### src/rtl/timer8_pkg.sv
// Shared types and constants for the 8-bit interval timer controller.
package timer8_pkg;

    localparam int PERIOD_W = 8;

    localparam logic MODE_ONESHOT  = 1'b0;
    localparam logic MODE_PERIODIC = 1'b1;

    typedef enum logic {
        ST_IDLE = 1'b0,
        ST_RUN  = 1'b1
    } state_e;

endpackage

### src/rtl/timer8_cnt8_dp.sv
// 8-bit up-counter datapath: synchronous active-low reset, priority load, gated +1.
module cnt8_dp
    import timer8_pkg::*;
(
    input  logic                clk_i,
    input  logic                rst_n_i,
    input  logic                load_i,
    input  logic [PERIOD_W-1:0] load_val_i,
    input  logic                en_i,
    output logic [PERIOD_W-1:0] cnt_o
);

    logic [PERIOD_W-1:0] cnt_q;
    logic [PERIOD_W-1:0] cnt_d;

    always_comb begin
        cnt_d = cnt_q;
        if (load_i) begin
            cnt_d = load_val_i;
        end else if (en_i) begin
            cnt_d = cnt_q + 8'd1;
        end
    end

    always_ff @(posedge clk_i) begin
        if (!rst_n_i) begin
            cnt_q <= '0;
        end else begin
            cnt_q <= cnt_d;
        end
    end

    assign cnt_o = cnt_q;

endmodule

### src/rtl/timer8_ctrl.sv
// Interval-timer controller: sequences cnt8_dp in one-shot or periodic mode,
// emits a registered terminal tick and accepts period updates applied at wrap.
module timer8_ctrl
    import timer8_pkg::*;
(
    input  logic                clk,
    input  logic                res,
    input  logic                start,
    input  logic                stop,
    input  logic                mode,
    input  logic [PERIOD_W-1:0] start_period,
    input  logic                cfg_valid,
    input  logic [PERIOD_W-1:0] cfg_period,
    output logic                cfg_ready,
    output logic [PERIOD_W-1:0] cnt,
    output logic                busy,
    output logic                tick
);

    state_e              state_q, state_d;
    logic [PERIOD_W-1:0] period_q, period_d;
    logic                mode_q, mode_d;
    logic [PERIOD_W-1:0] shadow_q, shadow_d;
    logic                pend_q, pend_d;
    logic                tick_q, tick_d;

    logic [PERIOD_W-1:0] term;
    logic                at_term;
    logic                xfer;
    logic                dp_load;
    logic                dp_en;

    // Period 0 wraps to term 0xFF, giving a 256-cycle interval.
    assign term    = period_q - 8'd1;
    assign at_term = (state_q == ST_RUN) && (cnt == term);

    assign cfg_ready = !pend_q && res;
    assign xfer      = cfg_valid && cfg_ready;

    always_comb begin
        state_d  = state_q;
        period_d = period_q;
        mode_d   = mode_q;
        shadow_d = xfer ? cfg_period : shadow_q;
        pend_d   = pend_q || xfer;
        tick_d   = 1'b0;
        dp_load  = 1'b0;
        dp_en    = 1'b0;
        if (stop) begin
            state_d = ST_IDLE;
            pend_d  = 1'b0;
            dp_load = 1'b1;
        end else if (start) begin
            state_d  = ST_RUN;
            period_d = start_period;
            mode_d   = mode;
            pend_d   = 1'b0;
            dp_load  = 1'b1;
        end else if (at_term) begin
            tick_d = 1'b1;
            if (mode_q == MODE_PERIODIC) begin
                dp_load = 1'b1;
                // xfer needs !pend_q, so a same-edge offer lands for the next wrap.
                if (pend_q) begin
                    period_d = shadow_q;
                    pend_d   = 1'b0;
                end
            end else begin
                state_d = ST_IDLE;
            end
        end else if (state_q == ST_RUN) begin
            dp_en = 1'b1;
        end
    end

    always_ff @(posedge clk) begin
        if (!res) begin
            state_q  <= ST_IDLE;
            period_q <= '0;
            mode_q   <= MODE_ONESHOT;
            shadow_q <= '0;
            pend_q   <= 1'b0;
            tick_q   <= 1'b0;
        end else begin
            state_q  <= state_d;
            period_q <= period_d;
            mode_q   <= mode_d;
            shadow_q <= shadow_d;
            pend_q   <= pend_d;
            tick_q   <= tick_d;
        end
    end

    cnt8_dp u_dp (
        .clk_i      (clk),
        .rst_n_i    (res),
        .load_i     (dp_load),
        .load_val_i (8'h00),
        .en_i       (dp_en),
        .cnt_o      (cnt)
    );

    assign busy = (state_q == ST_RUN);
    assign tick = tick_q;

endmodule

### config.mk
export PLATFORM = sky130hd
export DESIGN_NAME = timer8_ctrl
export DESIGN_NICKNAME = d
export VERILOG_FILES = /design/src/rtl/timer8_pkg.sv /design/src/rtl/timer8_cnt8_dp.sv /design/src/rtl/timer8_ctrl.sv
export SDC_FILE = /design/constraint.sdc
export NUM_CORES = 1
export LEC_CHECK = 0
export BUFFER_PORTS_ARGS = -buffer_cell sky130_fd_sc_hd__buf_2
export CORE_ASPECT_RATIO = 0.6
export CORE_MARGIN = 4
export CORE_UTILIZATION = 54
export DETAILED_ROUTE_END_ITERATION = 8
export GPL_ROUTABILITY_DRIVEN = 0
export PLACE_DENSITY = 0.76
export SLEW_MARGIN = 20
export SYNTH_ARGS = -nofsm -noshare
export SYNTH_HDL_FRONTEND = slang
export SYNTH_SLANG_ARGS = --single-unit
### constraint.sdc
create_clock -name clk -period 3.2 [get_ports clk]
set_input_delay 0.32 -clock clk [delete_from_list [all_inputs] [get_ports clk]]
set_output_delay 0.32 -clock clk [all_outputs]
set_load 0.05 [all_outputs]
==> results of run 1 <==
-- kinds of logic after synthesis --
kind of cell,Yosys count
DFF,28
and+or+nand+nor,70
xor gates and xnor gates,7
adders and majority gates,2
AOI/OAI and AO/OA,38
muxes,17
buffers and inverters,13
-- worst min-delay path, cell delays in order --
cell and delay [ps]:
buf_2 70, mux2i_1 50, nor2b_1 90
-- state kept, by name, indices dropped and copies added, names as in the netlist --
name        cells
u_dp.cnt_o      8
pend_q          1
mode_q          1
shadow_q        8
tick            1
busy            1
period_q        8
-- metal layers --
metal  part of all wire  up-vias  global-route usage
li1                   -      694                   -
met1               0.47      654              0.2707
met2               0.45       39              0.3054
met3              0.080        2             0.05000
met4             0.0031        0             0.04070
met5                  0        -                   0
-- power groups by stage --
| stage | clock network (mW) | registers [mW] | logic [mW] |
|---|---|---|---|
| global route | 0.219 | 0.376 | 0.127 |
| CTS | 0.195 | 0.374 | 0.116 |
| floorplan | 0 | 0.380 | 0.0858 |
| finish | 0.189 | 0.374 | 0.116 |
| global placement | 0 | 0.381 | 0.110 |
| detailed placement | 0 | 0.382 | 0.115 |
-- per-stage QoR --
step | area, µm² | hold slack (ps) | utilization
after CTS | 1818 | 297.1 | 0.6828
final | 1818 | 299.9 | 0.6828
after global placement | 1777 | 465.6 | 0.6673
after floorplan | 1604 | 451.8 | -
after detailed placement | 1777 | 479.3 | 0.6673
after global routing | 1818 | 294.9 | 0.6828
-- final timing paths --
path         slack, ps                      from                        to
min reg2reg        490  period_q[7]$_SDFFE_PN0P_  period_q[7]$_SDFFE_PN0P_
min                300             cfg_period[7]  shadow_q[7]$_SDFFE_PN0P_
max reg2reg        550  period_q[2]$_SDFFE_PN0P_         pend_q$_SDFF_PP0_
max                550  period_q[2]$_SDFFE_PN0P_         pend_q$_SDFF_PP0_
-- Yosys cell counts --
master | count | area share
ha_1 | 2 | 0.016
and2_1 | 1 | 0.0039
o211ai_4 | 1 | 0.013
a211oi_1 | 1 | 0.0047
o21a_1 | 1 | 0.0047
nor4_1 | 2 | 0.0078
buf_6 | 1 | 0.0070
nand4bb_1 | 1 | 0.0070
o31a_1 | 2 | 0.011
xor2_1 | 4 | 0.022
mux2i_1 | 17 | 0.11
or3_4 | 2 | 0.014
clkbuf_1 | 7 | 0.016
nand4_1 | 5 | 0.020
o2111ai_1 | 1 | 0.0055
a311o_1 | 1 | 0.0062
a311oi_4 | 1 | 0.016
nand2b_1 | 10 | 0.039
dfxtp_1 | 28 | 0.35
nand3_1 | 6 | 0.019
o21ai_0 | 1 | 0.0031
o211ai_1 | 8 | 0.037
xnor2_1 | 3 | 0.016
or4_1 | 4 | 0.019
nand4b_1 | 1 | 0.0055
o21ai_1 | 5 | 0.016
nor3b_1 | 1 | 0.0047
nand2_1 | 13 | 0.030
a21o_1 | 1 | 0.0047
nor3_1 | 2 | 0.0062
a21oi_1 | 1 | 0.0031
or3_1 | 2 | 0.0078
o2111a_1 | 1 | 0.0070
o31ai_1 | 4 | 0.019
a21oi_2 | 8 | 0.044
inv_1 | 5 | 0.012
nor2b_1 | 13 | 0.051
a21oi_4 | 1 | 0.010
nor2_1 | 7 | 0.016
-- area by class of cell --
cell class                 instances  area share
multi-input combinational        134      0.5430
sequential                        28      0.3083
timing repair buffer              32     0.08809
tap                               40     0.02753
clock buffer                       3     0.02271
inverter                           5     0.01032
==> flow_metrics.env, run 1 <==
export IMPL_netlist_area_um2=1604
export IMPL_cts_resized=0
export IMPL_fin_ws_ps=552.0
export IMPL_ant_nets=0
export IMPL_drv_cap=0
export IMPL_worst_path_buf_inv=0
export IMPL_status="completed"
export IMPL_finalPower_uw=678.5
export IMPL_ys_types=39
export IMPL_power_density_nw_per_um2=373.2
export IMPL_seq_area_frac_synth=0.3495
export IMPL_relSlewSlack=0.3694
export IMPL_synthSimpleGateAreaFrac=0.2504
export IMPL_grt_pass1_vias=1286
export IMPL_die_x_um=78.36
export IMPL_core_area_um2=2663
export IMPL_worst_path_max_fanout=16
export IMPL_layout_cells_non_filler=242
export IMPL_via_per_inst=5.740
export IMPL_drtIter0Drc=77
export IMPL_placedCellCount=239
export IMPL_nFillCells=234
export IMPL_grt_pass1_wl_um=6141
export IMPL_start_kind="flip-flop"
export IMPL_reg2regPathDepth=6
export IMPL_cts_setup_buffers=0
export IMPL_synth_top_family_by_area="simple AND/OR/NAND/NOR gates"
export IMPL_tns_ps=0
export IMPL_power_leakage_nw=0.7311
export IMPL_dpl_hpwl_um=2722
export IMPL_numCtsBuffers=3
export IMPL_crit_family="simple AND/OR/NAND/NOR gates"
export IMPL_syn_num_nets=199
export IMPL_hold_violations=0
export IMPL_nets=228
export IMPL_sw_frac_of_total=0.2647
export IMPL_hp_class="in2reg"
export IMPL_io_buffers=32
export IMPL_htreeDepth=1
export IMPL_period_needed_ps=2648
export IMPL_dp_slack_ps=620.7
export IMPL_multi_input_area_um2=987.2
export IMPL_intPower_uw=498.9
export IMPL_final_common_cell="buf_2"
export IMPL_wl_um=3564
export IMPL_die_area_um2=3935
export IMPL_start_util=0.6024
export IMPL_synth_compound_area_frac=0.2051
export IMPL_critical_path_class="reg2reg"
export IMPL_drive_gt1_frac=0.2376
export IMPL_critPathCaptureType="flip-flop"
export IMPL_regArea_um2=560.5
export IMPL_wl_per_cell_um=14.73
export IMPL_pwr_share_clk=0.278
export IMPL_post_route_drc_count=0
export IMPL_crit_slowest_cell="a311oi_4"
export IMPL_clk_path_buf_depth=2
export IMPL_postSynthAreaPerCell_um2=9.166
export IMPL_switchingPower_uw=179.6
export IMPL_synth_seq_cells=28
export IMPL_antenna_found_initial=0
export IMPL_ys_warn_count=0
export IMPL_ios=33
export IMPL_clock_latency_ps=270
export IMPL_clock_root_buffer="clkbuf_8"
export IMPL_cts_tree="done"
export IMPL_dr_pass1_iters=4
export IMPL_rows=14
export IMPL_ir_drop_v=0.0002536
export IMPL_holdPathStages=3
export IMPL_grt_max_degree=31
export IMPL_cts_sinks=28
export IMPL_max_stage_delay_ps=740
export IMPL_synthCells=175
export IMPL_synth_adder_area_share=0.01560
export IMPL_synthXorXnorAreaFrac=0.03822
export IMPL_timing_critical_path_mode_cell="nand4_1"
export IMPL_final_cell_mix="32 x buf_2, 28 x dfxtp_1, 17 x mux2i_1"
export IMPL_skew_ps=5.544
export IMPL_diodes=0
export IMPL_rsz0062_at_grt="no"
export IMPL_fmax_mhz=377.6
export IMPL_pwr_share_seq=0.551
export IMPL_critical_path_cell_chain="or3_4 -> nor4_1 -> nand4_1 -> a311oi_4 -> nand4_1 -> o2111a_1"
export IMPL_synthMuxAreaShare=0.1061
export IMPL_cts_hold_buf=0
export IMPL_p_comb_frac=0.171
export IMPL_slew_violations=0
export IMPL_fin_crit_sh=0.8275
export IMPL_crit_cells=6
export IMPL_crit_required_ps=3370
export IMPL_setup_violations=0
export IMPL_cp_arrival_ps=2820
export IMPL_vias=1389
export IMPL_tightestPinTransition_ps=944.0
export IMPL_fp_dieH_um=50.22
export IMPL_syn2layout_area_growth_pct=13.34
export IMPL_grt_util_all_layers=0.1939
export IMPL_path_clk_slew_ps=90
export IMPL_gr_total_overflow=0
Power figures use the tool's default switching activity.
==> run 2, diff against run 1 <==
Clock period 3.2 ns to 2.7 ns, I/O delays scaled along.
==> run 2 against run 1 <==
First-iteration DRC count down 18%. Die area unchanged. Setup slack worse by 270 ps. Non-clock buffer count up 1. Critical endpoint unchanged. Combinational power increased by 19%. Wire length shrank 4.4%. Final cell count up 0.41%. Sequential power grew 18%. Core utilization up 0.28 points. Clock-buffer cell count stayed put.
==> flow_metrics.env, run 2 (synthesis gave the netlist of run 1 again) <==
export IMPL_status="completed"
export IMPL_final_common_cell="buf_2"
export IMPL_intPower_uw=592.2
export IMPL_cts_hold_buf=0
export IMPL_rsz0062_at_grt="no"
export IMPL_grt_util_all_layers=0.1770
export IMPL_reg2regPathDepth=6
export IMPL_grt_pass1_wl_um=5671
export IMPL_die_area_um2=3935
export IMPL_diodes=0
export IMPL_multi_input_area_um2=987.2
export IMPL_rrSetupSlack_ps=290
export IMPL_vias=1361
export IMPL_htreeDepth=1
export IMPL_antenna_found_initial=0
export IMPL_grt_max_degree=31
export IMPL_hp_class="in2reg"
export IMPL_r2r_start="period_q[2]$_SDFFE_PN0P_"
export IMPL_hp_start="cfg_period[7]"
export IMPL_dpl_hpwl_um=2622
export IMPL_fmax_mhz=414.3
export IMPL_cts_resized=0
export IMPL_slew_violations=0
export IMPL_start_util=0.6024
export IMPL_wl_per_cell_um=14.02
export IMPL_fin_hold_ws_ps=247.4
export IMPL_syn2layout_area_growth_pct=13.81
export IMPL_critPathCaptureType="flip-flop"
export IMPL_layout_cells_non_filler=243
export IMPL_r2r_end="pend_q$_SDFF_PP0_"
export IMPL_via_per_inst=5.601
export IMPL_skew_ps=7.760
export IMPL_period_needed_ps=2414
export IMPL_drtIter0Drc=63
export IMPL_cts_setup_buffers=0
export IMPL_start_kind="flip-flop"
export IMPL_hold_violations=0
export IMPL_tns_ps=0
export IMPL_ios=33
export IMPL_pwr_share_seq=0.548
export IMPL_cts_sinks=28
export IMPL_gr_total_overflow=0
export IMPL_power_leakage_nw=0.7365
export IMPL_holdPathStages=3
export IMPL_die_x_um=78.36
export IMPL_postLayoutCellArea_um2=1826
export IMPL_cp_arrival_ps=2580
export IMPL_dr_pass1_iters=4
export IMPL_rows=14
export IMPL_cts_tree="done"
export IMPL_relSlewSlack=0.3887
export IMPL_crit_required_ps=2870
export IMPL_nets=229
export IMPL_drive_gt1_frac=0.2414
export IMPL_regArea_um2=560.5
export IMPL_path_clk_slew_ps=90
export IMPL_power_density_nw_per_um2=441.3
export IMPL_placedCellCount=240
export IMPL_placed_area_um2=1784
export IMPL_switchingPower_uw=213.4
export IMPL_numCtsBuffers=3
export IMPL_post_route_drc_count=0
export IMPL_critical_path_class="reg2reg"
export IMPL_ant_nets=0
export IMPL_finalPower_uw=805.6
export IMPL_core_area_um2=2663
export IMPL_final_cell_mix="32 x buf_2, 28 x dfxtp_1, 17 x mux2i_1"
export IMPL_wl_um=3408
export IMPL_drv_cap=0
export IMPL_io_buffers=32
export IMPL_hold_end="shadow_q[7]$_SDFFE_PN0P_"
export IMPL_clock_root_buffer="clkbuf_8"
export IMPL_grt_pass1_vias=1261
export IMPL_clk_path_buf_depth=2
export IMPL_pwr_share_clk=0.280
export IMPL_nFillCells=221
export IMPL_fp_dieH_um=50.22
export IMPL_clock_latency_ps=270
export IMPL_setup_violations=0
export IMPL_tightestPinTransition_ps=915.0
export IMPL_sw_frac_of_total=0.2649
export IMPL_ir_drop_v=0.0003624
export IMPL_p_comb_frac=0.172
export IMPL_worst_path_max_fanout=16
export IMPL_fin_crit_sh=0.8939
-- run 2: cell types whose count changed in the layout (fill, tap and decap cells not counted), sizes merged --
| cell | delta |
|---|---|
| buf | +1 |
-- run 2: how the worst max path moves through the flow --
stage | start | to | slack (ps) | depth (start not counted)
CTS | period_q[2]$_SDFFE_PN0P_ | pend_q$_SDFF_PP0_ | 260 | 6
detailed placement | period_q[2]$_SDFFE_PN0P_ | pend_q$_SDFF_PP0_ | 300 | 6
floorplan | period_q[0]$_SDFFE_PN0P_ | u_dp.cnt_o[0]$_SDFFE_PP0P_ | 460 | 9
finish | period_q[2]$_SDFFE_PN0P_ | pend_q$_SDFF_PP0_ | 290 | 6
global route | period_q[2]$_SDFFE_PN0P_ | pend_q$_SDFF_PP0_ | 50 | 6
global placement | period_q[2]$_SDFFE_PN0P_ | pend_q$_SDFF_PP0_ | 370 | 6
-- run 2: cell type report --
cell class	count	share of cell area
inverters	5	0.01028
well taps	40	0.02742
clock buffers	3	0.02262
repair buffers	33	0.09184
multi-input cells	134	0.5408
flip-flops and latches	28	0.3071
-- run 2: critical path: stages (launching register included) --
cell	delay, ps
dfxtp_1	360
or3_4	410
or3_4	390
a21o_1	240
a311oi_4	600
nand4_1	170
o2111a_1	150
-- run 2: per-layer routing --
metal | vias to the layer above | share of wire | GRT usage
met5 | - | 0 | 0
met4 | 0 | 0.0035 | 0.03488
met3 | 2 | 0.065 | 0.05000
met2 | 42 | 0.45 | 0.2841
met1 | 618 | 0.48 | 0.2410
li1 | 699 | - | -
-- run 2: metrics by stage --
step | setup WS [ps] | util
after floorplan | 460.1 | -
after global placement | 367.4 | 0.6701
after detailed placement | 304.8 | 0.6701
after CTS | 263.9 | 0.6856
after global routing | 45.36 | 0.6856
final | 286.4 | 0.6856
-- run 2: power groups by stage --
stage	sequential (mW)	clock (mW)	combinational (mW)
after floorplan	0.450	0	0.102
after global placement	0.450	0	0.132
after detailed placement	0.451	0	0.137
after CTS	0.442	0.231	0.139
after global routing	0.445	0.254	0.151
final	0.442	0.226	0.138
==> run 3, diff against run 2 <==
Settings changed: ABC_AREA from default to 1, CORE_UTILIZATION 54 to 50, PLACE_DENSITY 0.76 to 0.7.
==> run 3 against run 2 <==
Non-clock buffer count is 1 lower. Clock skew is 4.8 ps lower. Largest cell class unchanged. Critical path type unchanged. Clock power is 18% higher. Synthesized cell count is 55% higher. Power is 11% higher. Area after synthesis is 9.7% higher.
==> flow_metrics.env, run 3 <==
export IMPL_layout_cells_non_filler=344
export IMPL_crit_required_ps=2880
export IMPL_ys_async_sr_fraction=0
export IMPL_htreeDepth=1
export IMPL_grtUsageMet3=0.04587
export IMPL_final_common_cell="nand2_1"
export IMPL_cts_tree="done"
export IMPL_use_met2=0.2844
export IMPL_crit_family="simple AND/OR/NAND/NOR gates"
export IMPL_status="completed"
export IMPL_die_x_um=84.58
export IMPL_clock_latency_ps=280
export IMPL_power_density_nw_per_um2=451.2
export IMPL_ant_nets=0
export IMPL_drv_cap=0
export IMPL_grt_pass1_vias=1462
export IMPL_fin_crit_sh=0.7264
export IMPL_fp_dieH_um=53.95
export IMPL_via_per_inst=4.875
export IMPL_worst_path_buf_inv=3
export IMPL_path_clk_slew_ps=100
export IMPL_tns_ps=0
export IMPL_synth_adder_area_share=0.01422
export IMPL_power_leakage_nw=0.9450
export IMPL_synth_top_area_cell="dfxtp_1"
export IMPL_wl_um=4026
export IMPL_finalPower_uw=890.3
export IMPL_die_area_um2=4562
export IMPL_rows=16
export IMPL_relSlewSlack=0.6683
export IMPL_cts_sinks=28
export IMPL_hp_class="in2reg"
export IMPL_cts_resized=0
export IMPL_diodes=0
export IMPL_dpl_hpwl_um=3163
export IMPL_io_buffers=32
export IMPL_start_kind="flip-flop"
export IMPL_max_stage_delay_ps=360
export IMPL_crit_slowest_cell="dfxtp_1"
export IMPL_synth_common_cells="64 x nand2_1, 37 x inv_1, 30 x nor2_1"
export IMPL_synth_top_family_by_area="simple AND/OR/NAND/NOR gates"
export IMPL_syn2layout_area_growth_pct=12.16
export IMPL_drive_gt1_frac=0.2375
export IMPL_rsz0062_at_grt="no"
export IMPL_nets=324
export IMPL_antenna_found_initial=0
export IMPL_synth_most_common_cell="nand2_1"
export IMPL_synthMuxAreaShare=0
export IMPL_period_needed_ps=1961
export IMPL_critical_path_cell_chain="inv_2 -> ha_1 -> inv_1 -> nand2_1 -> nand2_1 -> nor2_1 -> nand3_1 -> nor2_2 -> nand3_2 -> nand2_2 -> inv_2 -> nand2_1 -> a21oi_2"
export IMPL_netlist_area_um2=1759
export IMPL_clk_path_buf_depth=2
export IMPL_ys_warn_count=0
export IMPL_post_route_util=0.5938
export IMPL_synth_area_top_cells="dfxtp_1 32%, nand2_1 14%, inv_1 7.9%"
export IMPL_grt_util_all_layers=0.1904
export IMPL_clock_root_buffer="clkbuf_8"
export IMPL_seq_area_frac_synth=0.3186
export IMPL_cts_hold_buf=0
export IMPL_timing_critical_path_mode_cell="nand2_1"
export IMPL_grt_pass1_wl_um=6844
export IMPL_slew_violations=0
export IMPL_setup_violations=0
export IMPL_critical_path_class="reg2reg"
export IMPL_dr_pass1_iters=4
export IMPL_synth_seq_cells=28
export IMPL_placedCellCount=340
export IMPL_busiest_layer="met2"
export IMPL_synthSimpleGateAreaFrac=0.3997
export IMPL_skew_ps=2.924
export IMPL_synth_enable_flop_cells=0
export IMPL_cp_arrival_ps=2140
export IMPL_cts_setup_buffers=0
export IMPL_fin_ws_ps=738.7
export IMPL_gr_total_overflow=0
export IMPL_ys_types=29
export IMPL_dp_slack_ps=777.2
export IMPL_grt_max_degree=23
export IMPL_ir_drop_v=0.0002595
export IMPL_synthCells=271
export IMPL_synth_compound_area_frac=0.1110
export IMPL_met1_usage=0.2786
export IMPL_wl_per_cell_um=11.70
export IMPL_tightestPinTransition_ps=493.7
export IMPL_final_cell_mix="64 x nand2_1, 37 x inv_1, 32 x buf_2"
export IMPL_worst_path_max_fanout=12
export IMPL_numCtsBuffers=3
export IMPL_vias=1677
export IMPL_syn_num_nets=295
export IMPL_drtIter0Drc=121
export IMPL_core_area_um2=3323
export IMPL_synth_top_area_share=0.3186
export IMPL_start_util=0.5294
export IMPL_synth_ff_type="dfxtp_1"
export IMPL_ios=33
export IMPL_hold_violations=0
export IMPL_post_route_drc_count=0
export IMPL_synthXorXnorAreaFrac=0.02987
export IMPL_fmax_mhz=509.9
export IMPL_critPathCaptureType="flip-flop"
export IMPL_postSynthAreaPerCell_um2=6.491
[run 3: cell count changes in the layout (fill, tap and decap cells not counted), sizes merged, moves of 13 or more]
| cell | change |
|---|---|
| nand2 | +60 |
| inv | +38 |
| nor2 | +29 |
| mux2i | -17 |
| nand3 | +16 |
| o21ai | +16 |
| nor2b | -13 |
[run 3: cell families after synthesis]
logic type / after synthesis
buf+inv: 52
simple gates: 147
xor+xnor: 6
fa+ha+maj: 2
compound gates: 36
flops: 28
[run 3: area by class of cell]
class | count | area, µm²
fillers | 350 | 1350
multi-input cells | 191 | 975.9
flip-flops and latches | 28 | 560.5
inverters | 44 | 165.2
repair buffers | 32 | 160.2
well taps | 45 | 56.30
clock buffers | 4 | 55.05
[run 3: final timing paths]
path | endpoint | slack (ps) | from | cells after the start
setup / recovery | u_dp.cnt_o[7]$_SDFFE_PP0P_ | 740 | period_q[0]$_SDFFE_PN0P_ | 13
hold / removal | mode_q$_SDFFE_PN0P_ | 210 | mode | 3
setup reg to reg | u_dp.cnt_o[7]$_SDFFE_PP0P_ | 740 | period_q[0]$_SDFFE_PN0P_ | 13
hold reg to reg | shadow_q[3]$_SDFFE_PN0P_ | 450 | shadow_q[3]$_SDFFE_PN0P_ | 2
[run 3: worst reg2reg max path: stages (launching register included)]
cell and delay [ps]:
dfxtp_1 360, inv_2 70, ha_1 320, inv_1 50
nand2_1 60, nand2_1 40, nor2_1 120, nand3_1 110
nor2_2 130, nand3_2 110, nand2_2 240, inv_2 110
nand2_1 100, a21oi_2 50
[run 3: where the power goes]
part           switching, mW  internal (mW)  total [mW]
logic                  0.116         0.0624       0.178
clock network          0.135          0.131       0.266
registers             0.0148          0.432       0.446
[run 3: metal layers]
layer / part of all wire / vias to the layer above
li1: - / 903
met1: 0.55 / 723
met2: 0.38 / 47
met3: 0.065 / 4
met4: 0.0057 / 0
met5: 0 / -
[run 3: stage by stage]
stage / hold WS (ps) / cell area [µm²]
after floorplan: 348.6 / 1759
after global placement: 437.1 / 1918
after detailed placement: 443.3 / 1918
after CTS: 215.5 / 1973
after global routing: 241.4 / 1973
final: 213.4 / 1973
